`config.mk`:
```
export PLATFORM = sky130hd
export DESIGN_NAME = dbus_uncached_bridge
export DESIGN_NICKNAME = d
export VERILOG_FILES = /design/src/rtl/dbus_uncached_bridge_pkg.sv /design/src/rtl/dbus_uncached_bridge.sv
export SDC_FILE = /design/constraint.sdc
export NUM_CORES = 1
export LEC_CHECK = 0
export CORE_ASPECT_RATIO = 0.8
export CORE_MARGIN = 1
export CORE_UTILIZATION = 43
export CTS_CLUSTER_DIAMETER = 80
export DETAILED_ROUTE_END_ITERATION = 16
export PLACE_DENSITY = 0.83
export SLEW_MARGIN = 10
export SYNTH_ARGS = -nofsm -noshare
export SYNTH_HDL_FRONTEND = slang
export SYNTH_SLANG_ARGS = --single-unit
```
`constraint.sdc`:
```
create_clock -name clk -period 2.2 [get_ports clk]
set_input_delay 0.44 -clock clk [delete_from_list [all_inputs] [get_ports clk]]
set_output_delay 0.44 -clock clk [all_outputs]
set_load 0.05 [all_outputs]
```
`src/rtl/dbus_uncached_bridge_pkg.sv`:
```
// ---------------------------------------------------------------------------
// dbus_uncached_bridge_pkg
//   Shared bus types for the CPU data bus (dbus) and the cache bus (cbus),
//   plus the uncached bridge FSM state type and an alignment helper that the
//   cache and LSU can reuse.
//
//   Types:
//     addr_t, msize_t, strobe_t, word_t       - basic field types
//     mlen_t, axi_burst_t                     - cbus burst descriptors
//     dbus_req_t / dbus_resp_t                - CPU side request/response
//     cbus_req_t / cbus_resp_t                - memory side request/response
//     bridge_state_t                          - IDLE / BUSY / DONE
//   Functions:
//     misaligned(addr, size)                  - 1 when addr is not a multiple
//                                               of (1 << size)
// ---------------------------------------------------------------------------
package dbus_uncached_bridge_pkg;

   typedef logic [31:0] addr_t;
   typedef logic [7:0]  strobe_t;
   typedef logic [63:0] word_t;

   typedef enum logic [2:0] {
      MSIZE1 = 3'd0,
      MSIZE2 = 3'd1,
      MSIZE4 = 3'd2,
      MSIZE8 = 3'd3
   } msize_t;

   // AXI-style length encoding: number of beats minus one.
   typedef enum logic [3:0] {
      MLEN1  = 4'd0,
      MLEN2  = 4'd1,
      MLEN4  = 4'd3,
      MLEN8  = 4'd7,
      MLEN16 = 4'd15
   } mlen_t;

   typedef enum logic [1:0] {
      AXI_BURST_FIXED = 2'b00,
      AXI_BURST_INCR  = 2'b01,
      AXI_BURST_WRAP  = 2'b10
   } axi_burst_t;

   typedef struct packed {
      logic    valid;
      addr_t   addr;
      msize_t  size;
      strobe_t strobe;
      word_t   data;
   } dbus_req_t;

   typedef struct packed {
      logic  addr_ok;
      logic  data_ok;
      word_t data;
   } dbus_resp_t;

   typedef struct packed {
      logic       valid;
      logic       is_write;
      msize_t     size;
      addr_t      addr;
      strobe_t    strobe;
      word_t      data;
      mlen_t      len;
      axi_burst_t burst;
   } cbus_req_t;

   typedef struct packed {
      logic  ready;
      logic  last;
      word_t data;
   } cbus_resp_t;

   typedef enum logic [1:0] {
      IDLE = 2'd0,
      BUSY = 2'd1,
      DONE = 2'd2
   } bridge_state_t;

   // An access of 2**size bytes is aligned when the low size bits are zero.
   function automatic logic misaligned(input addr_t addr, input msize_t size);
      addr_t mask;
      mask = (addr_t'(32'd1) << size) - addr_t'(32'd1);
      return |(addr & mask);
   endfunction

endpackage

```
`src/rtl/dbus_uncached_bridge.sv`:
```
// ---------------------------------------------------------------------------
// dbus_uncached_bridge
//   Converts one CPU data-bus request into one single-beat cache-bus
//   transaction for uncached (MMIO) regions. One request is outstanding at a
//   time; a watchdog aborts requests to slaves that never answer.
//
//   Parameters:
//     TIMEOUT_CYCLES - BUSY cycles before abort (0 disables the watchdog)
//     CNT_W          - watchdog counter width (TIMEOUT_CYCLES < 2**CNT_W)
//
//   Ports:
//     clk     in   system clock
//     resetn  in   asynchronous active-low reset
//     dreq    in   request from CPU
//     dresp   out  response to CPU (addr_ok combinational in IDLE)
//     creq    out  request to cache bus (driven only in BUSY)
//     cresp   in   response from cache bus
//     bus_err out  pulse with data_ok when the request was aborted
//
//   Optional feature macro: DBUS_BRIDGE_ALIGN_CHECK_EN
//     When defined, a misaligned request skips the cbus and completes in DONE
//     with data 0 and bus_err set.
// ---------------------------------------------------------------------------
module dbus_uncached_bridge
   import dbus_uncached_bridge_pkg::*;
#(
   parameter int TIMEOUT_CYCLES = 1024,
   parameter int CNT_W          = 16
) (
   input  logic       clk,
   input  logic       resetn,
   input  dbus_req_t  dreq,
   output dbus_resp_t dresp,
   output cbus_req_t  creq,
   input  cbus_resp_t cresp,
   output logic       bus_err
);

   localparam bit               TIMEOUT_EN = (TIMEOUT_CYCLES != 0);
   localparam logic [CNT_W-1:0] CNT_LAST   = CNT_W'(TIMEOUT_CYCLES - 1);

   bridge_state_t    state_q,  state_d;
   addr_t            addr_q,   addr_d;
   msize_t           size_q,   size_d;
   strobe_t          strobe_q, strobe_d;
   word_t            wdata_q,  wdata_d;
   word_t            rdata_q,  rdata_d;
   logic             err_q,    err_d;
   logic [CNT_W-1:0] cnt_q,    cnt_d;

   logic beat_done_s;
   logic timeout_hit_s;
   logic misaligned_s;

   assign beat_done_s   = cresp.ready & cresp.last;
   // The counter equals the BUSY cycle index, so the abort happens at the end
   // of BUSY cycle number TIMEOUT_CYCLES.
   assign timeout_hit_s = TIMEOUT_EN & (cnt_q == CNT_LAST);

`ifdef DBUS_BRIDGE_ALIGN_CHECK_EN
   assign misaligned_s = misaligned(dreq.addr, dreq.size);
`else
   assign misaligned_s = 1'b0;
`endif

   // Next-state and latch logic for the request FSM.
   always_comb begin
      state_d  = state_q;
      addr_d   = addr_q;
      size_d   = size_q;
      strobe_d = strobe_q;
      wdata_d  = wdata_q;
      rdata_d  = rdata_q;
      err_d    = err_q;
      cnt_d    = cnt_q;
      case (state_q)
         IDLE: begin
            if (dreq.valid) begin
               addr_d   = dreq.addr;
               size_d   = dreq.size;
               strobe_d = dreq.strobe;
               wdata_d  = dreq.data;
               rdata_d  = 64'd0;
               cnt_d    = '0;
               if (misaligned_s) begin
                  err_d   = 1'b1;
                  state_d = DONE;
               end else begin
                  err_d   = 1'b0;
                  state_d = BUSY;
               end
            end else begin
               state_d = IDLE;
            end
         end
         BUSY: begin
            cnt_d = cnt_q + CNT_W'(1);
            // A completing beat takes priority over a watchdog hit on the
            // same edge.
            if (beat_done_s) begin
               rdata_d = (|strobe_q) ? 64'd0 : cresp.data;
               state_d = DONE;
            end else if (timeout_hit_s) begin
               rdata_d = 64'd0;
               err_d   = 1'b1;
               state_d = DONE;
            end else begin
               state_d = BUSY;
            end
         end
         DONE: begin
            err_d   = 1'b0;
            state_d = IDLE;
         end
         default: begin
            err_d   = 1'b0;
            state_d = IDLE;
         end
      endcase
   end

   // State and latched request fields.
   always_ff @(posedge clk or negedge resetn) begin
      if (!resetn) begin
         state_q  <= IDLE;
         addr_q   <= 32'd0;
         size_q   <= MSIZE1;
         strobe_q <= 8'd0;
         wdata_q  <= 64'd0;
         rdata_q  <= 64'd0;
         err_q    <= 1'b0;
         cnt_q    <= '0;
      end else begin
         state_q  <= state_d;
         addr_q   <= addr_d;
         size_q   <= size_d;
         strobe_q <= strobe_d;
         wdata_q  <= wdata_d;
         rdata_q  <= rdata_d;
         err_q    <= err_d;
         cnt_q    <= cnt_d;
      end
   end

   // Output decode: creq only from registers in BUSY, data_ok only in DONE.
   always_comb begin
      creq    = '0;
      dresp   = '0;
      bus_err = 1'b0;
      case (state_q)
         IDLE: begin
            // Gated by resetn so the CPU never sees an accept while in reset.
            dresp.addr_ok = dreq.valid & resetn;
         end
         BUSY: begin
            creq.valid    = 1'b1;
            creq.is_write = |strobe_q;
            creq.size     = size_q;
            creq.addr     = addr_q;
            creq.strobe   = strobe_q;
            creq.data     = wdata_q;
            creq.len      = MLEN1;
            creq.burst    = AXI_BURST_FIXED;
         end
         DONE: begin
            dresp.data_ok = 1'b1;
            dresp.data    = rdata_q;
            bus_err       = err_q;
         end
         default: begin
            bus_err = 1'b0;
         end
      endcase
   end

endmodule

```
==> reports/summary.txt <==
proportion of layout cells with a drive suffix above 1: 0.278
estimated wirelength of the detail-placed design: 18,300 um
CTS tree: done
cell count after synthesis: 899
DP Area: 14,000 um2
Die ar.: 20,300 um2
sequential-to-total area share from yosys stat: 0.560
total global-route track usage: 0.270
Total Nets Final: 1,406
H-Tree Depth: 4
number of sinks on the clock net: 190
library cell used as clock root buffer: sky130_fd_sc_hd__clkbuf_16
final setup violating endpoints: 0
Reg2Reg Capture Point: rdata_q[2]
Clock Pin Slew Worst Setup and Hold Paths: 80 ps
Worst Skew: 12.1 ps
met3 capacity usage during global routing: 0.0870
Critical Path Max Stage Delay: 480 ps
worst-path cell chain: nand2b_4 > inv_8 > buf_12 > buf_16 > and2_4 > buf_12
area leader, netlist: sky130_fd_sc_hd__dfrtp_1
hold buffers post-CTS: 0
wire length of the first global-routing pass: 42,400 um
Antenna diodes: 0
worst setup path startpoint: state_q[0]
number of maximum-capacitance violations: 0
Slew Limit Headroom: 0.258
crit end category: primary output
cell at the slowest stage of the critical path: sky130_fd_sc_hd__dfrtp_2
Max IR drop VDD: 0.932 mV
outcome: finished clean
number of antenna violations at the first check in global routing: 0
post-DR vias/cell: 5.11
Crit path max-delay family: buffers and inverters
commonest non-fill, non-tap cell in the layout: sky130_fd_sc_hd__nand2_1
Final Wtd Congestion: 0.805
clock latency of the later-clocked register in the worst-skew pair: 440 ps
post-synthesis instance area: 8480 um2
routed wire length per instance: 18.2 um
Worst Path Arrival: 1750 ps
core region area: 19,100 um2
post-route worst hold slack: 152 ps
Worst Tran Pin Value: 1110 ps
most used routing layer in global routing: met2
total leakage power: 7.15 nW
boundary pin count: 358
Final Core Density: 0.785
number of remaining DRC errors: 0
Slew Limit Fails: 0
initial standard-cell utilization of the core: 0.443
Die W: 159 um
number of vias in the routed layout: 7,658
site row count: 45
Layout Cell Area excl Fill: 15,000 um2
CP Max Fanout: 36
overall routed net length: 27,300 um
leading cell types in the layout, fill and taps excluded: sky130_fd_sc_hd__nand2_1 (340), sky130_fd_sc_hd__dfrtp_1 (188), sky130_fd_sc_hd__buf_12 (187)
ratio of final minimum period to clock period: 0.995
Hold Vio Cnt, Final: 0
Setup TNS Final: 0 ps
Initial DRT Pass Iterations: 5
required time at the worst-slack endpoint: 1760 ps
vias in the first global route: 7,944
unrepaired setup endpoints after global routing: yes
number of buffers and inverters on the critical path: 4
reg-to-reg critical path startpoint: cnt_q[0]
cell types with the largest area share after synthesis: sky130_fd_sc_hd__dfrtp_1 (56%), sky130_fd_sc_hd__nand2_1 (15%), sky130_fd_sc_hd__and2_1 (13%)
Cells after DPL: 1,462
area added between synthesis and finish: 77.2%
met2 global-route usage: 0.470
clock period minus worst slack: 2190 ps
reg2reg path depth: 6
register-to-register setup slack: 160 ps
met1 demand-to-capacity share in global routing: 0.314
type of the worst setup path: flip-flop to primary output
post-route ant nets: 0
Power per Cell Area: 1300 nW/um2
syn avg cell area: 9.44 um2
count of distinct cell types in the synthesized netlist: 39
number of DRC violations after detailed-routing iteration 0: 546
Hold/Removal Path Class: primary input to asynchronous set/reset pin
highest clock rate: 457 MHz
number of register bits inferred by synthesis: 190
TritonCTS Buffers: 17
count of buffers inserted at the top-level ports: 351
post-layout instance count excluding filler cells: 1,499
Yosys Warn Count: 0
total grt overflow: 0
maximum buffer depth of the clock tree: 2
most frequent cell on the critical path: sky130_fd_sc_hd__buf_12
largest net degree at the start of global routing: 191
y dimension of the die: 128 um
CP Launch Type: flip-flop
area fraction of the dominant cell type after synthesis: 0.560
## where the power goes
part           internal (mW)  leakage, nW  switching (mW)
clock network           1.61        0.277            1.47
logic                   5.30         4.40            6.01
registers               4.54         2.47           0.674
## stage by stage
stage	total power [mW]	setup WS, ps
floorplan	10.3	29.5
global placement	15.0	128
detailed placement	15.3	93.8
CTS	19.3	-2.97
global route	20.4	-44.4
finish	19.6	10.2
## what timing repair did
item,4_1_cts,5_1_grt
pin swaps,0,17
resized for setup,74,48
endpoints found under the hold margin,0,0
setup buffers,3,0
cloned,3,0
endpoints found under the setup margin,147,119
## flip-flops by register name (all words and copies together), names as in the netlist
name      flops
addr_q       32
wdata_q      64
strobe_q      8
state_q       2
rdata_q      64
size_q        3
err_q         1
cnt_q        16
## cell type report
cell class              instances  area [um2]
clock buffers                  17         425
flip-flops and latches        190        4760
well taps                     258         323
clock inverters                14         154
repair buffers                372        5650
multi-input cells             647        3710
fillers                      1106        4110
inverters                       1        11.3
## worst register-to-register path: stages (launching register included)
cell and delay [ps]:
sky130_fd_sc_hd__dfrtp_1 400, sky130_fd_sc_hd__ha_1 210, sky130_fd_sc_hd__or4bb_1 540, sky130_fd_sc_hd__nor4_4 230
sky130_fd_sc_hd__o22ai_4 150, sky130_fd_sc_hd__buf_12 200, sky130_fd_sc_hd__a22o_1 210
## cell families (layout without fill, tap and decap cells)
logic type	after synthesis	in the layout	synth area share
DFF	190	190	0.560
buffers and inverters	67	404	0.0392
xor gates and xnor gates	1	1	0.00103
and+or+nand+nor	551	551	0.308
muxes	9	9	0.0106
AOI/OAI and AO/OA	79	79	0.0785
other	1	6	0.000442
adders and majority gates	1	1	0.00147
## layer usage
metal	share of wire	routed length, um	vias up
met5	0	0	-
li1	-	-	3519
met4	0.026	697	0
met3	0.076	2070	49
met2	0.51	14000	313
met1	0.38	10500	3777
## synthesized netlist by cell type
master,n
sky130_fd_sc_hd__nor4_4,1
sky130_fd_sc_hd__nor3_2,1
sky130_fd_sc_hd__a41o_1,1
sky130_fd_sc_hd__or4bb_1,1
sky130_fd_sc_hd__buf_1,1
sky130_fd_sc_hd__inv_2,1
sky130_fd_sc_hd__buf_4,7
sky130_fd_sc_hd__nor3_1,1
sky130_fd_sc_hd__nor4_1,2
sky130_fd_sc_hd__nand3_1,8
sky130_fd_sc_hd__dfrtp_1,190
sky130_fd_sc_hd__a22o_1,64
sky130_fd_sc_hd__a31oi_1,1
sky130_fd_sc_hd__o31ai_1,1
sky130_fd_sc_hd__or3b_2,1
sky130_fd_sc_hd__and3_1,3
sky130_fd_sc_hd__and2_1,175
sky130_fd_sc_hd__or2_2,1
sky130_fd_sc_hd__xor2_1,1
sky130_fd_sc_hd__ha_1,1
sky130_fd_sc_hd__a21oi_1,5
sky130_fd_sc_hd__nor2_1,4
sky130_fd_sc_hd__nor3b_1,1
sky130_fd_sc_hd__a31o_1,1
sky130_fd_sc_hd__o22ai_4,1
sky130_fd_sc_hd__o21ai_0,4
sky130_fd_sc_hd__nor2b_1,2
sky130_fd_sc_hd__buf_2,8
sky130_fd_sc_hd__and3_2,1
sky130_fd_sc_hd__nor3b_2,1
sky130_fd_sc_hd__o211ai_1,1
sky130_fd_sc_hd__mux2i_1,9
sky130_fd_sc_hd__or4_4,1
sky130_fd_sc_hd__nand2_1,340
sky130_fd_sc_hd__conb_1,1
sky130_fd_sc_hd__nand4_1,6
sky130_fd_sc_hd__buf_6,6
sky130_fd_sc_hd__nand2b_1,1
sky130_fd_sc_hd__clkbuf_1,44
## worst max path at each step
stage | endpoint | slack [ps] | cells after the start
floorplan | creq[100] | 30 | 6
global placement | rdata_q[29] | 130 | 6
detailed placement | wdata_q[17] | 90 | 6
CTS | creq[6] | -3 | 6
global route | creq[48] | -40 | 6
finish | creq[48] | 10 | 6
(Power assumes the default switching activity.)
